File: config.mk
export PLATFORM = sky130hd
export DESIGN_NAME = usb_fe_capture
export DESIGN_NICKNAME = d
export VERILOG_FILES = /design/src/rtl/usb_fe_capture.sv
export SDC_FILE = /design/constraint.sdc
export NUM_CORES = 1
export LEC_CHECK = 0
export BUFFER_PORTS_ARGS = -buffer_cell sky130_fd_sc_hd__buf_2
export CAP_MARGIN = 20
export CELL_PAD_IN_SITES_DETAIL_PLACEMENT = 1
export CELL_PAD_IN_SITES_GLOBAL_PLACEMENT = 1
export CORE_MARGIN = 2
export CORE_UTILIZATION = 37
export CTS_CLUSTER_SIZE = 12
export DETAILED_ROUTE_END_ITERATION = 7
export GPL_TIMING_DRIVEN = 0
export PLACE_DENSITY_LB_ADDON = 0.15
export SETUP_SLACK_MARGIN = 0.15
export SYNTH_ARGS = -nofsm -noshare
export SYNTH_HDL_FRONTEND = slang
export SYNTH_SLANG_ARGS = --single-unit
File: constraint.sdc
create_clock -name fe_clk -period 2.4 [get_ports fe_clk]
set_input_delay 0.12 -clock fe_clk [delete_from_list [all_inputs] [get_ports fe_clk]]
set_output_delay 0.12 -clock fe_clk [all_outputs]
set_load 0.02 [all_outputs]
File: src/rtl/usb_fe_capture.sv
// usb_fe_capture -- USB sniffer front end.
// Turns PHY receive activity into DATA / STAT / TIME records. Each record
// carries a time delta, which is the number of cycles since the previous
// record. Small deltas fit in the short field of the record itself. A large
// delta first emits a TIME record, and the event waits one cycle in a hold
// register.
// Optional feature: define USB_FE_STAT_RECORDS_EN to emit STAT records when
// the {linestate, rxerror, rxactive, rxvalid} vector changes.
module usb_fe_capture #(
  parameter int pTIMESTAMP_FULL_WIDTH  = 16,
  parameter int pTIMESTAMP_SHORT_WIDTH = 3
) (
  input  logic                             fe_clk,
  input  logic                             reset_i,
  input  logic                             I_arm,
  input  logic                             I_timestamps_disable,
  input  logic [15:0]                      I_capture_len,
  input  logic                             I_fifo_full,
  input  logic [7:0]                       I_usb_data,
  input  logic                             I_usb_rxvalid,
  input  logic                             I_usb_rxactive,
  input  logic                             I_usb_rxerror,
  input  logic [1:0]                       I_usb_linestate,
  output logic [pTIMESTAMP_FULL_WIDTH-1:0] O_fe_capture_time,
  output logic [7:0]                       O_fe_capture_data,
  output logic [4:0]                       O_fe_capture_stat,
  output logic [1:0]                       O_fe_capture_cmd,
  output logic                             O_fe_capture_data_wr,
  output logic                             O_capture_done
);

  localparam int TW = pTIMESTAMP_FULL_WIDTH;
  localparam logic [TW-1:0] DELTA_MAX = {TW{1'b1}};
  localparam logic [TW-1:0] SHORT_MAX = TW'((64'd1 << pTIMESTAMP_SHORT_WIDTH) - 64'd1);
  localparam logic [TW-1:0] ONE_T     = TW'(1'b1);
  localparam logic [TW-1:0] ZERO_T    = {TW{1'b0}};

  localparam logic [1:0] CMD_DATA = 2'd0;
  localparam logic [1:0] CMD_STAT = 2'd1;
  localparam logic [1:0] CMD_TIME = 2'd2;

  typedef enum logic [1:0] {
    ST_IDLE    = 2'd0,
    ST_CAPTURE = 2'd1,
    ST_DONE    = 2'd2
  } state_e;

  state_e         state_q, state_d;
  logic [TW-1:0]  delta_q, delta_d;
  logic [15:0]    cnt_q, cnt_d;
  logic [4:0]     stat_ref_q, stat_ref_d;
  logic           hold_vld_q, hold_vld_d;
  logic [1:0]     hold_cmd_q, hold_cmd_d;
  logic [7:0]     hold_data_q, hold_data_d;
  logic [4:0]     hold_stat_q, hold_stat_d;
  logic [TW-1:0]  time_q, time_d;
  logic [7:0]     data_q, data_d;
  logic [4:0]     stat_q, stat_d;
  logic [1:0]     cmd_q, cmd_d;
  logic           wr_q, wr_d;

  logic [4:0]     stat_now_s;
  logic           in_capture_s;
  logic           data_ev_s;
  logic           stat_ev_s;
  logic           event_s;
  logic [1:0]     ev_cmd_s;
  logic [7:0]     ev_data_s;
  logic           data_emit_s;
  logic           last_data_s;
  logic           unused_s;

  assign stat_now_s   = {I_usb_linestate, I_usb_rxerror, I_usb_rxactive, I_usb_rxvalid};
  assign in_capture_s = (state_q == ST_CAPTURE);
  assign data_ev_s    = in_capture_s & I_usb_rxactive & I_usb_rxvalid;

`ifdef USB_FE_STAT_RECORDS_EN
  assign stat_ev_s = in_capture_s & (stat_now_s != stat_ref_q) & ~data_ev_s;
  // FIFO full only matters to the downstream drop accounting.
  assign unused_s  = I_fifo_full;
`else
  assign stat_ev_s = 1'b0;
  // FIFO full only matters downstream. The stat reference is still tracked,
  // so both builds keep the same state.
  assign unused_s  = ^{I_fifo_full, stat_ref_q};
`endif

  assign event_s   = data_ev_s | stat_ev_s;
  assign ev_cmd_s  = data_ev_s ? CMD_DATA : CMD_STAT;
  assign ev_data_s = data_ev_s ? I_usb_data : 8'h00;

  assign data_emit_s = wr_d & (cmd_d == CMD_DATA);
  assign last_data_s = data_emit_s & (I_capture_len != 16'd0) &
                       ((cnt_q + 16'd1) == I_capture_len);

  // Next-state logic: a low arm always returns to IDLE; the last requested DATA ends capture.
  always_comb begin
    state_d = state_q;
    case (state_q)
      ST_IDLE: begin
        if (I_arm) state_d = ST_CAPTURE;
        else       state_d = ST_IDLE;
      end
      ST_CAPTURE: begin
        if (!I_arm)           state_d = ST_IDLE;
        else if (last_data_s) state_d = ST_DONE;
        else                  state_d = ST_CAPTURE;
      end
      ST_DONE: begin
        if (!I_arm) state_d = ST_IDLE;
        else        state_d = ST_DONE;
      end
      default: state_d = ST_IDLE;
    endcase
  end

  // Record selection: held record first, then a new event, then the saturation TIME record.
  always_comb begin
    delta_d     = delta_q;
    stat_ref_d  = stat_now_s;
    hold_vld_d  = hold_vld_q;
    hold_cmd_d  = hold_cmd_q;
    hold_data_d = hold_data_q;
    hold_stat_d = hold_stat_q;
    wr_d        = 1'b0;
    time_d      = ZERO_T;
    data_d      = 8'h00;
    stat_d      = 5'd0;
    cmd_d       = CMD_DATA;
    if (!I_arm) begin
      // Disarm drops any held record and emits nothing.
      hold_vld_d = 1'b0;
      delta_d    = ZERO_T;
    end else if (state_q == ST_IDLE) begin
      // Arming: start from a clean reference.
      hold_vld_d = 1'b0;
      delta_d    = ZERO_T;
      stat_ref_d = 5'd0;
    end else if (hold_vld_q) begin
      // The held record goes out now. A new event takes its place, so
      // back-to-back events are never lost.
      wr_d    = 1'b1;
      cmd_d   = hold_cmd_q;
      data_d  = hold_data_q;
      stat_d  = hold_stat_q;
      time_d  = I_timestamps_disable ? ZERO_T : ONE_T;
      delta_d = ZERO_T;
      if (event_s) begin
        hold_vld_d  = 1'b1;
        hold_cmd_d  = ev_cmd_s;
        hold_data_d = ev_data_s;
        hold_stat_d = stat_now_s;
      end else begin
        hold_vld_d = 1'b0;
      end
    end else if (event_s) begin
      wr_d    = 1'b1;
      delta_d = ZERO_T;
      if (I_timestamps_disable || (delta_q <= SHORT_MAX)) begin
        cmd_d  = ev_cmd_s;
        data_d = ev_data_s;
        stat_d = stat_now_s;
        time_d = I_timestamps_disable ? ZERO_T : delta_q;
      end else begin
        // The delta does not fit the short field: send it as a TIME record
        // and park the event in the hold register.
        cmd_d       = CMD_TIME;
        time_d      = delta_q;
        hold_vld_d  = 1'b1;
        hold_cmd_d  = ev_cmd_s;
        hold_data_d = ev_data_s;
        hold_stat_d = stat_now_s;
      end
    end else if (in_capture_s && !I_timestamps_disable && (delta_q == DELTA_MAX)) begin
      wr_d    = 1'b1;
      cmd_d   = CMD_TIME;
      time_d  = DELTA_MAX;
      delta_d = ZERO_T;
    end else begin
      delta_d = (delta_q == DELTA_MAX) ? DELTA_MAX : (delta_q + ONE_T);
    end
  end

  // DATA record counter: cleared on arm/disarm, counts every emitted DATA record.
  always_comb begin
    if (!I_arm || (state_q == ST_IDLE)) begin
      cnt_d = 16'd0;
    end else if (data_emit_s) begin
      cnt_d = cnt_q + 16'd1;
    end else begin
      cnt_d = cnt_q;
    end
  end

  // State, counters, hold register and registered record outputs.
  always_ff @(posedge fe_clk) begin
    if (reset_i) begin
      state_q     <= ST_IDLE;
      delta_q     <= ZERO_T;
      cnt_q       <= 16'd0;
      stat_ref_q  <= 5'd0;
      hold_vld_q  <= 1'b0;
      hold_cmd_q  <= 2'd0;
      hold_data_q <= 8'h00;
      hold_stat_q <= 5'd0;
      time_q      <= ZERO_T;
      data_q      <= 8'h00;
      stat_q      <= 5'd0;
      cmd_q       <= 2'd0;
      wr_q        <= 1'b0;
    end else begin
      state_q     <= state_d;
      delta_q     <= delta_d;
      cnt_q       <= cnt_d;
      stat_ref_q  <= stat_ref_d;
      hold_vld_q  <= hold_vld_d;
      hold_cmd_q  <= hold_cmd_d;
      hold_data_q <= hold_data_d;
      hold_stat_q <= hold_stat_d;
      time_q      <= time_d;
      data_q      <= data_d;
      stat_q      <= stat_d;
      cmd_q       <= cmd_d;
      wr_q        <= wr_d;
    end
  end

  assign O_fe_capture_time    = time_q;
  assign O_fe_capture_data    = data_q;
  assign O_fe_capture_stat    = stat_q;
  assign O_fe_capture_cmd     = cmd_q;
  assign O_fe_capture_data_wr = wr_q;
  assign O_capture_done       = (state_q == ST_DONE);

endmodule

# ---- Word level (Yosys, flattened, before mapping)
# Index checks and enable logic that the tools add are counted.
dict set report op_classes {
  addsub 2
  magnitude_cmp 1
  n_eq_ne 5
  mux 45
  bitwise 7
  reduce_logical 13
}
# op n
set op_table {}
lappend op_table {{2-to-1 mux 16 bit} 6}
lappend op_table {{2-to-1 mux 8 bit} 7}
lappend op_table {{2-to-1 mux 5 bit} 7}
lappend op_table {{adder 16 x 1 -> 16 bit, second input constant} 2}
lappend op_table {{2-to-1 mux 2 bit} 13}
lappend op_table {{equality test 16 bit} 1}
lappend op_table {{equality test 16 bit, second input constant} 1}
lappend op_table {{<= comparator 16 x 3 -> 1 bit, second input constant} 1}
lappend op_table {{nonzero test 16 bit} 1}
lappend op_table {{2-to-1 mux 1 bit} 11}
lappend op_table {{one-hot mux 2 bit (3 select lines)} 1}
lappend op_table {{OR reduction 6 bit} 1}
lappend op_table {{AND 1 bit} 5}
lappend op_table {{logical NOT 2 bit} 2}
lappend op_table {{AND reduction 4 bit} 1}
lappend op_table {{OR reduction 3 bit} 1}
lappend op_table {{equality test 2 x 1 -> 1 bit, second input constant} 1}
lappend op_table {{equality test 2 bit, second input constant} 1}
lappend op_table {{logical AND 1 bit} 2}
lappend op_table {{logical NOT 1 bit} 2}
lappend op_table {{logical OR 1 bit} 2}
lappend op_table {{inequality test 2 bit, second input constant} 1}
lappend op_table {{inverter 1 bit} 2}
lappend op_table {{OR reduction 2 bit} 1}
dict set report word_totals {
  reg_bits 82
  in_bits 34
  output_inout_bits 33
  word_cells 85
}

# ---- Longest topological paths before layout
# Gate-level depths: netlist of the first run.
dict set report logic_depth {
  ltp_word 15
  mapped_depth 9
  depth_no_buf 7
}

# ---- Least setup slack after synthesis of the first run
# Ideal clock, no wire load.
dict set report synth_path {
  path_type {register -> register}
  start {reg cnt_q[0]}
  end {reg state_q[0]}
  setup_time_ns 0.114
  arrival_ns 2.120
  required_time_ns 2.286
  slack_ns 0.166
  path_stages_with_launch 8
  n_path_buf 0
  synth_period_minus_slack_ns 2.234
  path_cell_list {dfxtp_1 -> ha_1 -> nand3_1 -> or3_1 -> a22oi_1 -> o2111ai_1 -> or4_1 -> nor2b_1}
}
dict set report synth_via {
  elab_chain_len 6
}
# item line
set synth_lines {}
lappend synth_lines {{start: declaration} 50} ;# logic [15:0] cnt_q, cnt_d;
lappend synth_lines {{start signal: assignment} 214} ;# cnt_q <= cnt_d;
lappend synth_lines {{adder 16 x 1 -> 16 bit} 94} ;# ((cnt_q + 16'd1) == I_capture_len);
lappend synth_lines {{equality test 16 bit} 94}
lappend synth_lines {{AND 1 bit} 93} ;# assign last_data_s = data_emit_s & (I_capture_len != 16'd0) &
lappend synth_lines {{2-to-1 mux 2 bit} 106} ;# else if (last_data_s) state_d = ST_DONE;
lappend synth_lines {{2-to-1 mux 2 bit} 105} ;# if (!I_arm) state_d = ST_IDLE;
lappend synth_lines {{one-hot mux 2 bit (3 select lines)} 99} ;# case (state_q)
lappend synth_lines {{end signal: assignment} 212} ;# state_q <= state_d;
lappend synth_lines {{end: declaration} 48} ;# state_e state_q, state_d;
# No other way between the ends.
# A chain may end at the register's enable or synchronous reset.

# ---- Worst setup path after layout of the first run
dict set report layout_path {
  start {reg cnt_q[3]}
  end {reg state_q[0]}
}
# The elaborated chain is that of the path after synthesis.

==> flow_summary_export.csv, run 1 <==
group,metric,value,unit
status,status,"finished, final reports clean",
worst_setup_path,crit_fanout,7,
pwr,p_per_area,542.8,mW/mm^2
job,max_cap_viol_count,0,
detailed_routing,vias_per_cell,5.369,
yosys,syn_area_per_cell,8.466,sq um
floorplanning,fp.dieH,103.9,microns
detailed_routing,drt-total-wl,11.67,mm
floorplanning,start_util,0.3794,
timing,worst_slew_pin_slew,0.6336,ns
cells_and_area,diodes,0,
cells_and_area,layout.nets,578,
floorplanning,io-pin-count,67,
yosys,synthCells,436,
clock_tree,cts_tree,"done",
floorplanning,die_w,103.9,microns
timing,skew,0.01348,ns
yosys,synth.distinct_cells,57,
placed_design,port_buffers,64,
grt,grt_antenna_before_repair,0,
worst_setup_path,crit_family,"simple AND/OR/NAND/NOR gates",
clock_tree,htreeDepth,3,
worst_setup_path,critPathKind,"reg2reg",
clock_tree,clk-insertion-delay-late,0.36,ns
detailed_routing,wl_per_cell,17.16,microns
yosys,synth_top_cell_by_area,"dfxtp_1",
worst_setup_path,worst-path-stages,8,
detailed_routing,post-route-drc-count,0,
pwr,vdd_drop_max,0.3523,mV
yosys,ys_ff_latch,79,
timing,rsz0062_at_grt,"yes",
detailed_routing,drt-initial-drc-count,143,
clock_tree,cts.path.max_buffers,2,
grt,grt_pass1_vias,3517,
yosys,synth.net_count,472,
yosys,synth-edff-count,0,
cells_and_area,stdcell_count,680,
worst_setup_path,cp.required,2.65,ns
timing,slew_violations,0,
clock_tree,clkSinkCount,79,
yosys,ys_warn_count,0,
timing,clock.fmax,444.0,MHz
grt,grt_usage,0.2011,
floorplanning,die_area,0.01079,sq mm
worst_setup_path,path_buf_inv,2,
timing,hold_violations,0,
worst_setup_path,reg2regPathDepth,8,
timing,period_share,0.9384,
yosys,synth_top_area_frac,0.4285,
placed_design,post_dp_cell_area,0.004178,sq mm
yosys,synth-seq-area-share,0.4285,
floorplanning,core-area,0.009729,sq mm
timing,setup_tns,0,ns
placed_design,place_congestion,0.8341,
yosys,synthTopCellsByArea,"dfxtp_1 43%, a21oi_1 7.1%, nor2_1 5.0%",
cells_and_area,area_growth,34.88,%
detailed_routing,vias,3651,
clock_tree,cts.clk_slew.worst_paths,0.09,ns
timing,holdWs,0.008761,ns
worst_setup_path,critPathSlowestCell,"or4_4",
placed_design,dp.cells,633,
clock_tree,cts_buffers,9,
placed_design,dpl.hpwl,7.681,mm
grt,grt_max_degree,15,
floorplanning,std_cell_rows,36,
timing,period_minus_slack,2.252,ns
timing,finalSetupViolations,0,
cells_and_area,drive_gt1_frac,0.3291,
yosys,synth.most_common_cell,"dfxtp_1",
detailed_routing,drt_pass1_iterations,4,
detailed_routing,ant_nets,0,
yosys,syn_area,0.003691,sq mm
grt,grt_first_pass_wirelength,17.91,mm
clock_tree,cts-root-buf,"clkbuf_8",
cells_and_area,fin_area,0.004979,sq mm
worst_setup_path,end_kind,"register",
worst_hold_path,worstHoldPathCells,3,
yosys,synth_flop_cell,"dfxtp_1",
worst_setup_path,worstPathCellList,"buf_6, nand4_1, buf_4, nor2_4, mux2i_1, o2111ai_1, or4_4, nor2b_1",
grt,grt-ovfl-total,0,
worst_setup_path,critPathLaunchType,"register",
worst_hold_path,min_path_type,"in2reg",
timing,worst_slew_margin_rel,0.5776,
worst_setup_path,cpPeakStageDelay,0.55,ns
yosys,synthArstFlopShare,0,
worst_setup_path,critical_path_arrival,2.51,ns
pwr,p_leak,0.001946,uW
yosys,synth_commonest_cells,"79 x dfxtp_1, 52 x a21oi_1, 49 x nor2_1, 32 x nand2_1, 20 x clkbuf_1",
-- registers in the layout, indices dropped and copies added (netlist names) --
register / flops
state_q: 2
cnt_q: 16
O_fe_capture_data_wr: 1
hold_data_q: 8
hold_vld_q: 1
O_fe_capture_time: 16
O_fe_capture_cmd: 1
O_fe_capture_stat: 5
O_fe_capture_data: 8
delta_q: 16
hold_stat_q: 5
-- cells by family after synthesis --
family / synth area share
other: 0.001016
adder cells (fa/ha/maj): 0.006779
buffers and inverters: 0.04474
flip-flops: 0.4285
AND/OR/NAND/NOR: 0.2434
AO/OA/AOI/OAI: 0.1709
multiplexers: 0.04068
XOR/XNOR: 0.06407
-- stage by stage --
step / setup WS, ns / total power (uW) / util
2_1_floorplan: 0.1660 / 1404 / -
3_3_place_gp: -0.3530 / 1460 / 0.4294
3_5_place_dp: -0.3471 / 1464 / 0.4294
4_1_cts: 0.09954 / 2703 / 0.4769
5_1_grt: 0.04242 / 2782 / 0.5117
6_report: 0.1478 / 2702 / 0.5117
-- cell usage in the layout, fill, tap and decap left out, types with 8 or more instances in the layout --
cell type and n:
nand4_1 12, clkbuf_2 8, dfxtp_2 12, o21ai_0 14
or3_1 9, nor2_1 45, xnor2_1 16, xor2_1 11
a21oi_1 47, nand2_1 32, clkbuf_1 11, buf_4 27
a22oi_1 12, clkbuf_8 10, mux2i_1 15, dfxtp_1 64
nand3_1 13, buf_2 64
-- what timing repair did --
item / CTS / global route
buffers inserted: 10 / 18
hold buffers: 2 / 0
setup endpoints to repair: 28 / 48
hold endpoints to repair: 2 / 0
pin swaps: 13 / 17
gates resized for setup: 33 / 47
cloned: 0 / 2
-- layer usage --
layer,global-route usage,part of all wire
met1,0.2732,0.46
met2,0.3313,0.49
met3,0.03759,0.044
met4,0.04826,0.0067
met5,0,0
-- worst register-to-register path, cell delays in order (launching register included) --
cell	delay, ns
dfxtp_2	0.34
buf_6	0.13
nand4_1	0.17
buf_4	0.21
nor2_4	0.19
mux2i_1	0.27
o2111ai_1	0.16
or4_4	0.55
nor2b_1	0.15
-- final timing paths --
check	from	to	slack, ns
setup / recovery	cnt_q[3]	state_q[0]	0.15
hold / removal	I_usb_data[1]	hold_data_q[1]	0.009
setup reg to reg	cnt_q[3]	state_q[0]	0.15
hold reg to reg	hold_stat_q[1]	hold_stat_q[1]	0.46
-- cell type report --
type | instances | area, sq um
plain buffers | 29 | 186.4
clock buffers | 10 | 137.6
clock inverters | 6 | 116.4
fillers | 1185 | 4751
inverters | 6 | 22.52
multi-input cells | 321 | 2125
flip-flops and latches | 79 | 1608
well taps | 133 | 166.4
repair buffers | 96 | 616.8
-- power by group --
part	internal [uW]	switching (uW)
Clock	727	526
Combinational	58.5	79.4
Sequential	1310	3.06
Total	2090	608
No activity file was read; power rests on OpenSTA's default activity.
==> inputs of run 2 (changes only) <==
--- a/config.mk
+++ b/config.mk
@@ -10,7 +10,8 @@
 export CELL_PAD_IN_SITES_DETAIL_PLACEMENT = 1
 export CELL_PAD_IN_SITES_GLOBAL_PLACEMENT = 1
 export CORE_MARGIN = 2
-export CORE_UTILIZATION = 37
+export CORE_UTILIZATION = 39
+export CTS_BUF_LIST = sky130_fd_sc_hd__clkbuf_4 sky130_fd_sc_hd__clkbuf_8
 export CTS_CLUSTER_SIZE = 12
 export DETAILED_ROUTE_END_ITERATION = 7
 export GPL_TIMING_DRIVEN = 0
==> flow_summary_export.csv, run 2 (synthesized netlist as in run 1, its figures left out) <==
group,metric,value,unit
grt,grt_antenna_before_repair,0,
timing,clock.fmax,442.2,MHz
clock_tree,cts_buffers,9,
timing,finalSetupViolations,0,
timing,period_minus_slack,2.261,ns
floorplanning,std_cell_rows,35,
floorplanning,core-area,0.009196,sq mm
timing,hold_violations,0,
pwr,p_leak,0.001918,uW
detailed_routing,drt-initial-drc-count,107,
status,status,"finished, final reports clean",
cells_and_area,final_cell_mix,"66 x dfxtp_1, 64 x buf_2, 46 x nor2_1",
job,max_cap_viol_count,0,
worst_setup_path,r2r-end,"state_q[0]",
placed_design,port_buffers,64,
pwr,total_power,2458,uW
timing,holdWs,0.009365,ns
worst_setup_path,crit_path_end,"state_q[0]",
timing,period_share,0.9422,
pwr,seqPwrFrac,0.534,
grt,grt_usage,0.2175,
timing,worst_slew_margin_rel,0.5235,
cells_and_area,drive_gt1_frac,0.3370,
floorplanning,fp.dieH,101.3,microns
cells_and_area,fin_area,0.004946,sq mm
detailed_routing,wl_per_cell,17.59,microns
detailed_routing,vias_per_cell,5.573,
worst_setup_path,critPathLaunchType,"register",
grt,grt_max_degree,15,
worst_hold_path,min_path_type,"in2reg",
worst_setup_path,critical_path_arrival,2.51,ns
clock_tree,clk-insertion-delay-late,0.36,ns
placed_design,post_dp_cell_area,0.004150,sq mm
placed_design,dpl.hpwl,7.493,mm
detailed_routing,post-route-drc-count,0,
pwr,power_frac_comb,0.056,
worst_setup_path,cp.required,2.65,ns
clock_tree,cts_tree,"done",
pwr,switching_share,0.2414,
timing,slew_violations,0,
clock_tree,cts.path.max_buffers,2,
clock_tree,clkSinkCount,79,
pwr,p_per_area,497.0,mW/mm^2
timing,worst_slew_pin_slew,0.7148,ns
clock_tree,htreeDepth,3,
cells_and_area,diodes,0,
detailed_routing,drt_pass1_iterations,5,
pwr,vdd_drop_max,0.4168,mV
cells_and_area,layout_commonest_cell,"dfxtp_1",
pwr,netSwitchingPower,593.4,uW
worst_setup_path,crit_top_cell,"buf_6",
worst_setup_path,worstPathCellList,"buf_6, nor4_4, nand4_1, a32oi_2, a21oi_4, buf_6, or4_4, nor2b_1",
timing,skew,0.008689,ns
placed_design,place_congestion,0.8823,
pwr,power.internal,1865,uW
floorplanning,die_area,0.01026,sq mm
cells_and_area,layout.nets,580,
worst_setup_path,timing.rr.start,"delta_q[4]",
worst_setup_path,end_kind,"register",
grt,grt_pass1_vias,3717,
detailed_routing,drt-total-wl,11.61,mm
worst_setup_path,critPathSlowestCell,"or4_4",
worst_setup_path,r2r_slack,0.14,ns
detailed_routing,vias,3678,
worst_hold_path,worstHoldStart,"I_usb_rxerror",
worst_setup_path,critPathKind,"reg2reg",
worst_setup_path,reg2regPathDepth,8,
clock_tree,cts-root-buf,"clkbuf_8",
worst_setup_path,startpoint,"delta_q[4]",
floorplanning,start_util,0.4014,
floorplanning,io-pin-count,67,
worst_setup_path,crit_fanout,5,
grt,grt_first_pass_wirelength,17.82,mm
worst_setup_path,cpPeakStageDelay,0.52,ns
floorplanning,die_w,101.3,microns
detailed_routing,ant_nets,0,
cells_and_area,area_growth,34.00,%
clock_tree,cts.clk_slew.worst_paths,0.09,ns
grt,grt-ovfl-total,0,
timing,rsz0062_at_grt,"yes",
pwr,clock_power_share,0.410,
-- run 2: layout make-up --
| type | instances | area [sq um] |
|---|---|---|
| repair buffers | 98 | 608.1 |
| multi-input cells | 321 | 2191 |
| clock buffers | 10 | 131.4 |
| plain buffers | 29 | 178.9 |
| flip-flops and latches | 79 | 1605 |
| well taps | 111 | 138.9 |
| fillers | 1108 | 4250 |
| clock inverters | 6 | 70.07 |
| inverters | 6 | 22.52 |
-- run 2: per-stage QoR --
step           utilization  setup slack (ns)  cells  TNS [ns]
2_1_floorplan            -            0.1660    436         0
3_3_place_gp        0.4513           -0.2975    611    -3.038
3_5_place_dp        0.4513           -0.3372    611    -4.551
4_1_cts             0.4996            0.1407    645         0
5_1_grt             0.5378           0.06147    660         0
6_report            0.5378            0.1388    660         0
-- run 2: what timing repair did --
item | 4_1_cts | 5_1_grt
hold buffers | 3 | 0
gates resized for setup | 30 | 59
hold endpoints to repair | 3 | 0
gates cloned | 0 | 1
setup buffers | 16 | 14
setup endpoints to repair | 30 | 43
pin swaps | 8 | 25
-- run 2: worst min-delay path by stage --
stage | to | slack, ns | cells past startpoint
after CTS | hold_stat_q[2] | 0.003 | 3
after global routing | O_fe_capture_data[4] | 0.005 | 3
after global placement | hold_stat_q[3] | 0.37 | 3
after floorplan | hold_stat_q[0] | 0.19 | 1
after detailed placement | hold_data_q[5] | 0.38 | 3
final | hold_stat_q[2] | 0.009 | 3
-- run 2: power groups by stage --
stage	clock (uW)	combinational (uW)	sequential, uW
floorplan	0	59.7	1340
global placement	0	114	1340
detailed placement	0	118	1340
CTS	1030	125	1310
global route	1080	151	1310
finish	1010	138	1310
-- run 2: routing by layer --
layer | up-vias | GRT usage | wire (microns)
met4 | 0 | 0.05509 | 158
met3 | 18 | 0.06211 | 487
met1 | 1814 | 0.2735 | 5151
li1 | 1775 | - | -
met5 | - | 0 | 0
met2 | 71 | 0.3678 | 5810
-- run 2: worst max-delay path, delay by kind of cell (launching register included) --
family | cells | cell delay [ns]
flip-flops | 1 | 0.32
buffers and inverters | 2 | 0.27
AO/OA/AOI/OAI | 2 | 0.44
AND/OR/NAND/NOR | 4 | 1.12
